<file path="src/rtl/board_read_scheduler_pkg.sv">
// Shared definitions for the board BRAM read scheduler: memory geometry,
// scheduler state encodings and the response tag layout.
package board_read_scheduler_pkg;

   localparam int unsigned WORD_SIZE    = 16;
   localparam int unsigned LOG_MAX_ADDR = 12;

   typedef logic [1:0] sched_state_t;

   localparam sched_state_t S_IDLE = 2'd0;
   localparam sched_state_t S_WAIT = 2'd1;
   localparam sched_state_t S_BUSY = 2'd2;
   localparam sched_state_t S_SWAP = 2'd3;

   localparam logic OWNER_RND = 1'b0;
   localparam logic OWNER_UPD = 1'b1;

   typedef struct packed {
      logic valid;
      logic owner;
   } read_tag_t;

   // A period of 0 behaves like 1: every frame boundary may start a generation.
   function automatic logic period_reached(input logic [7:0] frame_cnt,
                                           input logic [7:0] gen_period);
      logic [8:0] next_cnt;
      logic [8:0] limit;
      next_cnt = {1'b0, frame_cnt} + 9'd1;
      limit    = (gen_period == 8'd0) ? 9'd1 : {1'b0, gen_period};
      return next_cnt >= limit;
   endfunction

endpackage

</file>
<file path="src/rtl/board_read_scheduler_read_tag_pipe.sv">
// Fixed-depth shift register that tracks which requester owns each read in
// flight so the returning BRAM word can be steered to the right valid strobe.
module read_tag_pipe
   import board_read_scheduler_pkg::*;
#(
   parameter int unsigned DEPTH = 3
)(
   input  logic      clk,
   input  logic      rst_n,
   input  read_tag_t req_tag,
   output read_tag_t rsp_tag
);

   read_tag_t stage [DEPTH];

   always_ff @(posedge clk or negedge rst_n) begin
      if (!rst_n) begin
         for (int unsigned i = 0; i < DEPTH; i++) begin
            stage[i] <= '0;
         end
      end else begin
         stage[0] <= req_tag;
         for (int unsigned i = 1; i < DEPTH; i++) begin
            stage[i] <= stage[i-1];
         end
      end
   end

   assign rsp_tag = stage[DEPTH-1];

endmodule

</file>
<file path="src/rtl/board_read_scheduler.sv">
// Arbitrates the board BRAM read port between renderer and update engine and
// paces update generations to display frame boundaries.
module board_read_scheduler
   import board_read_scheduler_pkg::*;
#(
   parameter int unsigned WORD_SIZE    = board_read_scheduler_pkg::WORD_SIZE,
   parameter int unsigned LOG_MAX_ADDR = board_read_scheduler_pkg::LOG_MAX_ADDR,
   parameter int unsigned READ_LATENCY = 2
)(
   input  logic                    clk_130mhz,
   input  logic                    rst_n_in,
   input  logic                    rnd_req_in,
   input  logic [LOG_MAX_ADDR-1:0] rnd_addr_in,
   output logic                    rnd_valid_out,
   output logic [WORD_SIZE-1:0]    rnd_data_out,
   input  logic                    upd_req_in,
   input  logic [LOG_MAX_ADDR-1:0] upd_addr_in,
   output logic                    upd_gnt_out,
   output logic                    upd_valid_out,
   output logic [WORD_SIZE-1:0]    upd_data_out,
   output logic [LOG_MAX_ADDR-1:0] addr_r_out,
   input  logic [WORD_SIZE-1:0]    data_r_in,
   input  logic                    frame_done_in,
   input  logic                    run_in,
   input  logic                    step_in,
   input  logic [7:0]              gen_period_in,
   output logic                    upd_start_out,
   input  logic                    upd_done_in,
   output logic                    swap_out,
   output logic [15:0]             stall_cnt_out
);

   read_tag_t    issue_tag;
   read_tag_t    ret_tag;
   sched_state_t state;
   sched_state_t state_nx;
   logic [7:0]   frame_cnt;
   logic [7:0]   frame_cnt_nx;
   logic         single_step;
   logic         single_step_nx;

   // ---------------- read port arbitration ----------------
   assign upd_gnt_out = upd_req_in & ~rnd_req_in;

   always_ff @(posedge clk_130mhz or negedge rst_n_in) begin
      if (!rst_n_in) begin
         addr_r_out <= '0;
      end else if (rnd_req_in) begin
         addr_r_out <= rnd_addr_in;
      end else if (upd_gnt_out) begin
         addr_r_out <= upd_addr_in;
      end
   end

   always_comb begin
      issue_tag.valid = rnd_req_in | upd_gnt_out;
      issue_tag.owner = rnd_req_in ? OWNER_RND : OWNER_UPD;
   end

   // One stage for the address register plus the BRAM read latency.
   read_tag_pipe #(
      .DEPTH(1 + READ_LATENCY)
   ) u_tag_pipe (
      .clk    (clk_130mhz),
      .rst_n  (rst_n_in),
      .req_tag(issue_tag),
      .rsp_tag(ret_tag)
   );

   assign rnd_valid_out = ret_tag.valid & (ret_tag.owner == OWNER_RND);
   assign upd_valid_out = ret_tag.valid & (ret_tag.owner == OWNER_UPD);
   assign rnd_data_out  = data_r_in;
   assign upd_data_out  = data_r_in;

   always_ff @(posedge clk_130mhz or negedge rst_n_in) begin
      if (!rst_n_in) begin
         stall_cnt_out <= '0;
      end else if (upd_req_in && rnd_req_in && (stall_cnt_out != 16'hFFFF)) begin
         stall_cnt_out <= stall_cnt_out + 16'd1;
      end
   end

   // ---------------- generation pacing ----------------
   always_comb begin
      state_nx       = state;
      frame_cnt_nx   = frame_cnt;
      single_step_nx = single_step;
      upd_start_out  = 1'b0;
      swap_out       = 1'b0;
      case (state)
         S_IDLE: begin
            if (run_in || step_in) begin
               state_nx       = S_WAIT;
               frame_cnt_nx   = '0;
               single_step_nx = step_in & ~run_in;
            end
         end
         S_WAIT: begin
            if (!run_in && !single_step) begin
               state_nx = S_IDLE;
            end else if (frame_done_in) begin
               if (period_reached(frame_cnt, gen_period_in)) begin
                  upd_start_out = 1'b1;
                  state_nx      = S_BUSY;
                  frame_cnt_nx  = '0;
               end else begin
                  frame_cnt_nx = frame_cnt + 8'd1;
               end
            end
         end
         S_BUSY: begin
            // A coincident frame boundary is deliberately not used for the swap.
            if (upd_done_in) begin
               state_nx = S_SWAP;
            end
         end
         S_SWAP: begin
            if (frame_done_in) begin
               swap_out = 1'b1;
               if (run_in && !single_step) begin
                  state_nx     = S_WAIT;
                  frame_cnt_nx = '0;
               end else begin
                  state_nx       = S_IDLE;
                  single_step_nx = 1'b0;
               end
            end
         end
         default: begin
            state_nx = S_IDLE;
         end
      endcase
   end

   always_ff @(posedge clk_130mhz or negedge rst_n_in) begin
      if (!rst_n_in) begin
         state       <= S_IDLE;
         frame_cnt   <= '0;
         single_step <= 1'b0;
      end else begin
         state       <= state_nx;
         frame_cnt   <= frame_cnt_nx;
         single_step <= single_step_nx;
      end
   end

endmodule

</file>
<file path="config.mk">
export PLATFORM = sky130hd
export DESIGN_NAME = board_read_scheduler
export DESIGN_NICKNAME = d
export VERILOG_FILES = /design/src/rtl/board_read_scheduler_pkg.sv /design/src/rtl/board_read_scheduler_read_tag_pipe.sv /design/src/rtl/board_read_scheduler.sv
export SDC_FILE = /design/constraint.sdc
export NUM_CORES = 1
export LEC_CHECK = 0
export BUFFER_PORTS_ARGS = -buffer_cell sky130_fd_sc_hd__clkbuf_2
export CAP_MARGIN = 10
export CORE_MARGIN = 5
export CORE_UTILIZATION = 42
export CTS_CLUSTER_DIAMETER = 60
export DETAILED_ROUTE_END_ITERATION = 10
export GPL_TIMING_DRIVEN = 0
export PLACE_DENSITY = 0.78
export SLEW_MARGIN = 20
export SYNTH_ARGS = -nofsm -noshare
export SYNTH_HDL_FRONTEND = slang
export SYNTH_SLANG_ARGS = --single-unit
export TNS_END_PERCENT = 1
</file>
<file path="constraint.sdc">
create_clock -name clk_130mhz -period 5.45 [get_ports clk_130mhz]
set_input_delay 1.09 -clock clk_130mhz [delete_from_list [all_inputs] [get_ports clk_130mhz]]
set_output_delay 1.09 -clock clk_130mhz [all_outputs]
set_load 0.02 [all_outputs]
</file>
[Yosys cells after proc, flatten, opt, wreduce, memory -nomap -nowiden]
Cells that the tools add are included.
Widths: inputs -> output; s select.
Storage, ports and cells
  bits in registers: 45
  input port bits: 56
  output and inout port bits: 65
  word-level logic and storage cells: 80
Cells by class
  add/sub/neg operators: 3
  order comparisons: 1
  eq/ne operators: 13
  muxes and demuxes: 29
  bitwise logic cells: 8
  reduce and logical (&&, ||, !) cells: 15
Operators with widths (number)
  $mux 8: 7
  $mux 12: 2
  $pmux 8 s3: 1
  $add 16x1->16 const B: 1
  $ne 16x16->1 const B: 1
  $ne 2x2->1 const B: 7
  $mux 2: 6
  $mux 1: 11
  $add 8x1->9 const B: 1
  $ge 9x8->1: 1
  $add 8x1->8 const B: 1
  $logic_not 8->1: 1
  $pmux 2 s4: 1
  $ne 3x3->1 const B: 2
  $reduce_and 6->1: 1
  $reduce_and 5->1: 1
  $and 1x1->1: 4
  $eq 2x2->1 const B: 2
  $logic_and 1x1->1: 4
  $reduce_and 4->1: 1
  $reduce_bool 2->1: 2
  $not 1->1: 3
  $reduce_bool 3->1: 1
  $eq 2x1->1 const B: 1
  other kinds (5): 6

[Longest topological paths before layout]
Gate-level depths: netlist of the first run.
  depth after elaboration: 7
  mapped depth: 10
  depth with buffers taken out: 10

[Modules after synthesis]
A second synthesis of the first run with hierarchy kept.
Unflattened totals
  cells, all modules: 262
  area total of the unflattened synthesis: 2618.8 sq um
Modules (own cells, without submodules)
  board_read_scheduler: times used 1, cells an instance 254, area an instance 2453.6 sq um, seq. area each 975.9 sq um
  read_tag_pipe: times used 1, cells an instance 8, area an instance 165.2 sq um, seq. area each 150.1 sq um

[Worst setup path before layout of the first run]
No wires, ideal clock.
  kind: input-to-output
  from: input gen_period_in[4]
  to: output upd_start_out
  arrival time: 2552 ps
  data required time: 4360 ps
  setup slack: 1808 ps
  stages: 8
  buffers on the path: 0
  cell sequence: nor4_1 > a41o_1 > ha_1 > nor2b_1 > o21ai_0 > nand4_2 > and2_1 > nor2_1
Between the ends
  longest elaborated chain between the ends: 7
Ends and longest elaborated chain
  from (decl): line board_read_scheduler.sv:26  | input logic [7:0] gen_period_in,
  $logic_not 8->1: line board_read_scheduler_pkg.sv:29  | limit = (gen_period == 8'd0) ? 9'd1 : {1'b0, gen_period};
  $mux 8 (*): line board_read_scheduler_pkg.sv:29
  $ge 9x8->1 (*): line board_read_scheduler_pkg.sv:30  | return next_cnt >= limit;
  $mux 1 (*): line board_read_scheduler.sv:102  | if (period_reached(frame_cnt, gen_period_in)) begin
  $mux 1 (*): line board_read_scheduler.sv:101  | end else if (frame_done_in) begin
  $mux 1 (*): line board_read_scheduler.sv:99  | if (!run_in && !single_step) begin
  $mux 1 (*): line board_read_scheduler.sv:90  | case (state)
  to (decl): line board_read_scheduler.sv:27  | output logic upd_start_out,
Mark *: on every way between the ends. The rest lies on a longest branch, timed or not.

[Final worst setup path of the first run]
  from: register frame_cnt[0]
  to: output upd_start_out
Between the ends
  longest elaborated chain between the ends: 6
Ends and longest elaborated chain
  from (decl): line board_read_scheduler.sv:37  | logic [7:0] frame_cnt;
  from (signal assigned): line board_read_scheduler.sv:142  | frame_cnt <= frame_cnt_nx;
  $add 8x1->9: line board_read_scheduler_pkg.sv:28  | next_cnt = {1'b0, frame_cnt} + 9'd1;
  $ge 9x8->1: line board_read_scheduler_pkg.sv:30
  $mux 1: line board_read_scheduler.sv:102
  $mux 1: line board_read_scheduler.sv:101
  $mux 1: line board_read_scheduler.sv:99
  $mux 1: line board_read_scheduler.sv:90
No other way between the ends.

==> results.toml, run 1 <==
[global_routing]
grt_pass1_vias = 2144
overflow = 0
grt_start_max_net_pins = 46
grtUsageTotal = 0.146
antenna_found_initial = 0
grt_pass1_wl_um = 9230

[floorplanning]
rows = 28
dieArea_um2 = 7870
start_util = 0.435
die_w_um = 88.7
die_height_um = 88.7
core_area_um2 = 5990
io_pins = 121

[finish]
multi_input_area_um2 = 1170
drive_gt1_frac = 0.435
final_common_cell = "clkbuf_2"
layout_common_cells = "clkbuf_2 (102), dfrtp_1 (45), buf_4 (34)"
antenna_cells = 0
fillers = 555
regArea_um2 = 1130
nets = 436
syn_to_final_growth_pct = 26.8

[synth]
yosysWarnings = 0
synth_seq_cells = 45
synth_edf_count = 0
ys_async_sr_fraction = 1.00
synth_area_um2 = 2600
avgSynthCellArea_um2 = 10.0
synthesis.nets = 326
synth_cell_types = 45
ys.flop_type = "dfrtp_1"
netlist_instances = 260
ys_seq_area_frac = 0.432

[setup_path]
reg2reg_depth = 10
crit_arrival_ns = 2.87
crit_top_cell = "nor2_1"
cp_slowest_cell = "dfrtp_1"
max_stage_delay_ns = 0.41
r2r_slack_ns = 2.78
crit_type = "reg2out"
crit_required_ns = 4.36
reg2reg_to = "state[0]$_DFFE_PN0P_"
startpoint_type = "register"
crit_chain = "ha_1, nand3_1, nor2_1, xor2_1, ha_1, o21ai_0, nor2_1, nand4_2, and2_1, nor2_1, clkbuf_2"
end_kind = "output port"
worstPathMaxFanout = 9
r2r-start = "frame_cnt[0]$_DFFE_PN0P_"

[pwr]
intPower_uw = 615
power_density_nw_per_um2 = 285
power.leakage_nw = 1.76
clkPwrFrac = 0.215
swShare = 0.347
combPwrFrac = 0.333
ir_worst_vdd_uv = 158
p_total_uw = 942
power.switching_uw = 327
seqPwrFrac = 0.452

[hold_path]
min-delay-start = "u_tag_pipe.stage[4]$_DFF_PN0_"
min_to = "u_tag_pipe.stage[2]$_DFF_PN0_"
whs_path_depth = 0
hp-class = "reg2reg"

[sta]
finalMaxSlewViolations = 0
worst_pin_slew_ns = 0.739
min_period_ns = 3.96
hold_viol_final = 0
period_share = 0.727
grt_setup_unrepaired = "no"
fin_skew_ns = 0.00505
max_freq_ghz = 0.253
setup_tns_ns = 0
report.final.setup_viol = 0
relSlewSlack = 0.505

[place]
portBuffers = 103
place_congestion = 0.770
hpwlAfterDp_um = 4690

[run_status]
status = "finished, final reports clean"

[route]
finalWirelength_um = 5770
ant_nets = 0
wire_per_inst_um = 13.0
drtIter0Drc = 99
viasPerCell = 4.91
drc_errors = 0
num_vias = 2186
drt_pass1_iterations = 4

[clock_tree]
clock_path_buffers = 2
cts_resized = 0
ctsRootBufferMaster = "clkbuf_8"
hold_buffers = 0
insertion_delay_ns = 0.29
cts_max_level = 2
cts_tree = "yes"
clock_sinks = 45
cts_made_buffers = 5
path_clk_slew_ns = 0.08
cts_setup_buffers = 0

[job]
maxCapViolations = 0
cell families (layout without fill, tap and decap cells):
family / after synthesis / after routing / share of synthesized area
and+or+nand+nor: 78 / 78 / 0.158
DFF: 45 / 45 / 0.432
muxes: 17 / 17 / 0.0692
adders and majority gates: 10 / 10 / 0.0481
AOI/OAI and AO/OA: 46 / 46 / 0.123
xor gates and xnor gates: 15 / 15 / 0.0505
buffers and inverters: 49 / 159 / 0.119
power groups by stage:
stage | sequential, mW | clock [mW] | combinational (mW)
finish | 0.426 | 0.203 | 0.314
global route | 0.435 | 0.223 | 0.348
CTS | 0.426 | 0.210 | 0.319
detailed placement | 0.432 | 0 | 0.318
global placement | 0.430 | 0 | 0.308
floorplan | 0.463 | 0 | 0.180
worst max path at each step:
stage | slack (ns) | end | depth (start not counted) | from
floorplan | 1.81 | upd_start_out | 8 | gen_period_in[4]
global placement | 1.52 | upd_start_out | 10 | gen_period_in[4]
detailed placement | 1.47 | upd_start_out | 10 | gen_period_in[4]
CTS | 1.44 | upd_start_out | 11 | frame_cnt[0]$_DFFE_PN0P_
global route | 1.14 | upd_start_out | 11 | frame_cnt[0]$_DFFE_PN0P_
finish | 1.49 | upd_start_out | 11 | frame_cnt[0]$_DFFE_PN0P_
metal layers:
metal / vias to the layer above / share of wire / wire [um] / GRT usage
li1: 1090 / - / - / -
met1: 998 / 0.42 / 2430 / 0.182
met2: 94 / 0.47 / 2710 / 0.250
met3: 4 / 0.10 / 587 / 0.0419
met4: 0 / 0.0066 / 38 / 0.0330
met5: - / 0 / 0 / 0
flip-flops by register name, indices dropped and copies added (netlist names), named ones only:
name,flops
addr_r_out,12
state,1
stall_cnt_out,16
u_tag_pipe.stage,4
frame_cnt,8
u_tag_pipe.rsp_tag,2
single_step,1
stage by stage:
step	setup WS, ns	area [um2]	std cells	hold WS [ns]	util
6_report	1.49	3300	445	0.352	0.551
4_1_cts	1.44	3300	445	0.357	0.551
3_3_place_gp	1.52	3210	438	0.337	0.536
5_1_grt	1.14	3300	445	0.368	0.551
3_5_place_dp	1.47	3210	438	0.340	0.536
2_1_floorplan	1.81	2600	260	0.331	-
synthesized netlist by cell type, types with 3 or more instances:
| library cell | number | area (um2) |
|---|---|---|
| dfrtp_1 | 45 | 1130 |
| buf_4 | 33 | 248 |
| nand2_1 | 27 | 101 |
| o21ai_0 | 20 | 100 |
| nor2_1 | 13 | 48.8 |
| mux2i_1 | 12 | 120 |
| inv_1 | 11 | 41.3 |
| ha_1 | 10 | 125 |
| xnor2_1 | 9 | 78.8 |
| a32o_1 | 7 | 70.1 |
| nand3_1 | 7 | 35.0 |
| a21oi_1 | 6 | 30.0 |
| xor2_1 | 6 | 52.6 |
| nand4_1 | 5 | 31.3 |
| and3_1 | 4 | 25.0 |
| a31oi_1 | 3 | 18.8 |
| nand4_2 | 3 | 37.5 |
| nor2b_1 | 3 | 18.8 |
| nor3_1 | 3 | 15.0 |
critical path: cells and delay by family, from the launching register on:
family                     cells  cell delay [ns]
and+or+nand+nor                6             1.25
buffers and inverters          1             0.17
DFF                            1             0.41
xor gates and xnor gates       1             0.24
adders and majority gates      2             0.43
AOI/OAI and AO/OA              1             0.08
area by class of cell:
type | count | area share
plain buffers | 38 | 0.0815
well taps | 75 | 0.0284
inverters | 11 | 0.0125
multi-input cells | 166 | 0.354
repair buffers | 103 | 0.157
clock buffers | 7 | 0.0261
flip-flops and latches | 45 | 0.341
No activity file was read; power rests on OpenSTA's default activity.
==> run 2, diff against run 1 <==
Settings changed: PLACE_DENSITY 0.78 to 0.81.
Clock period 5.45 ns to 3.33 ns, I/O delays scaled along.
==> results.toml, run 2 (synthesized netlist as in run 1, its figures left out) <==
[setup_path]
end_kind = "output port"
crit_chain = "ha_4, nand3_2, nor2_1, xor2_1, ha_1, a211oi_1, nand2_1, a21oi_1, and2_4, nor2_1, clkbuf_2"
cp_top_family = "simple AND/OR/NAND/NOR gates"
worst-path-buf-inv = 1
crit_top_cell = "nor2_1"
reg2reg_depth = 9
cp_slowest_cell = "dfrtp_1"
r2r_slack_ns = 0.90
max_stage_delay_ns = 0.42
crit_type = "reg2out"
crit_required_ns = 2.66
crit_arrival_ns = 2.49
reg2reg_to = "frame_cnt[6]$_DFFE_PN0P_"
startpoint_type = "register"
worstPathMaxFanout = 3
r2r-start = "frame_cnt[1]$_DFFE_PN0P_"

[sta]
max_freq_ghz = 0.317
grt_setup_unrepaired = "no"
relSlewSlack = 0.494
fin_skew_ns = 0.00539
finalMaxSlewViolations = 0
report.final.setup_viol = 0
worst_pin_slew_ns = 0.755
period_share = 0.947
hold_viol_final = 0
min_period_ns = 3.15
setup_tns_ns = 0

[clock_tree]
clock_sinks = 45
cts_made_buffers = 5
cts_tree = "yes"
insertion_delay_ns = 0.29
path_clk_slew_ns = 0.08
cts_max_level = 2
ctsRootBufferMaster = "clkbuf_8"
clock_path_buffers = 2

[global_routing]
grtUsageTotal = 0.144
overflow = 0
grt_pass1_vias = 2109
grt_pass1_wl_um = 9090
antenna_found_initial = 0
grt_start_max_net_pins = 46

[route]
drc_errors = 0
wire_per_inst_um = 12.8
viasPerCell = 4.91
drtIter0Drc = 93
finalWirelength_um = 5780
ant_nets = 0
num_vias = 2219
drt_pass1_iterations = 4

[pwr]
ir_worst_vdd_uv = 317
seqPwrFrac = 0.420
power_density_nw_per_um2 = 490
p_total_mw = 1.67
clkPwrFrac = 0.251
intPower_mw = 1.11
power.switching_uw = 563
power.leakage_nw = 1.80
combPwrFrac = 0.330
swShare = 0.337

[place]
place_congestion = 0.839
portBuffers = 103
hpwlAfterDp_um = 4550
placedCellCount = 438

[finish]
drive_gt1_frac = 0.456
nets = 442
layout.cells.non_filler = 452
layout_common_cells = "clkbuf_2 (102), dfrtp_1 (45), buf_4 (40)"
fillers = 519
top_regs = "stall_cnt_out (16), addr_r_out (12), frame_cnt (8)"
antenna_cells = 0
final_common_cell = "clkbuf_2"
syn_to_final_growth_pct = 30.9
largest_reg_flops = 16
regMostFlops = "stall_cnt_out"

[hold_path]
min_to = "u_tag_pipe.stage[2]$_DFF_PN0_"
min-delay-start = "u_tag_pipe.stage[4]$_DFF_PN0_"
whs_path_depth = 0
hp-class = "reg2reg"

[floorplanning]
rows = 28
start_util = 0.435
die_w_um = 88.7
core_area_um2 = 5990
die_height_um = 88.7
dieArea_um2 = 7870
io_pins = 121

[run_status]
status = "finished, final reports clean"

[job]
maxCapViolations = 0
## run 2: per-stage QoR
step / area, um2 / hold slack [ns] / util / setup slack, ns
4_1_cts: 3360 / 0.353 / 0.561 / 0.00122
6_report: 3410 / 0.351 / 0.569 / 0.175
3_5_place_dp: 3210 / 0.336 / 0.536 / 0.0970
5_1_grt: 3410 / 0.374 / 0.569 / 0.0227
2_1_floorplan: 2600 / 0.331 / - / 0.389
3_3_place_gp: 3210 / 0.336 / 0.536 / 0.131
## run 2: layer usage
metal	up-vias	GRT usage	wire length, um
li1	1107	-	-
met1	1013	0.179	2450
met2	95	0.247	2720
met3	4	0.0345	570
met4	0	0.0453	45
met5	-	0	0
## run 2: repair_timing
item,in CTS,in global routing
pin swaps,1,5
gates resized for setup,2,5
hold buffers,0,0
setup endpoints to repair,1,1
setup buffers,3,3
## run 2: power groups by stage
stage | Sequential [mW] | Clock, mW | Combinational (mW)
4_1_cts | 0.696 | 0.431 | 0.544
3_5_place_dp | 0.708 | 0 | 0.522
6_report | 0.701 | 0.419 | 0.551
3_3_place_gp | 0.704 | 0 | 0.502
5_1_grt | 0.715 | 0.453 | 0.611
2_1_floorplan | 0.757 | 0 | 0.295
## run 2: area by class of cell
cell class	count	area, um2	share of cell area
inverter	11	41.3	0.0121
multi-input combinational	166	1200	0.352
sequential	45	1130	0.330
buffer	38	269	0.0789
clock inverter	1	30.0	0.00881
clock buffer	7	86.3	0.0253
tap	75	93.8	0.0275
timing repair buffer	109	563	0.165
## run 2: how the worst max path moves through the flow
stage,from,end,slack [ns],cells past startpoint
3_3_place_gp,frame_cnt[0]$_DFFE_PN0P_,upd_start_out,0.13,11
3_5_place_dp,frame_cnt[0]$_DFFE_PN0P_,upd_start_out,0.1,11
2_1_floorplan,frame_cnt[0]$_DFFE_PN0P_,upd_start_out,0.39,10
6_report,frame_cnt[1]$_DFFE_PN0P_,upd_start_out,0.18,11
4_1_cts,frame_cnt[0]$_DFFE_PN0P_,upd_start_out,0.001,11
5_1_grt,frame_cnt[1]$_DFFE_PN0P_,upd_start_out,0.02,11
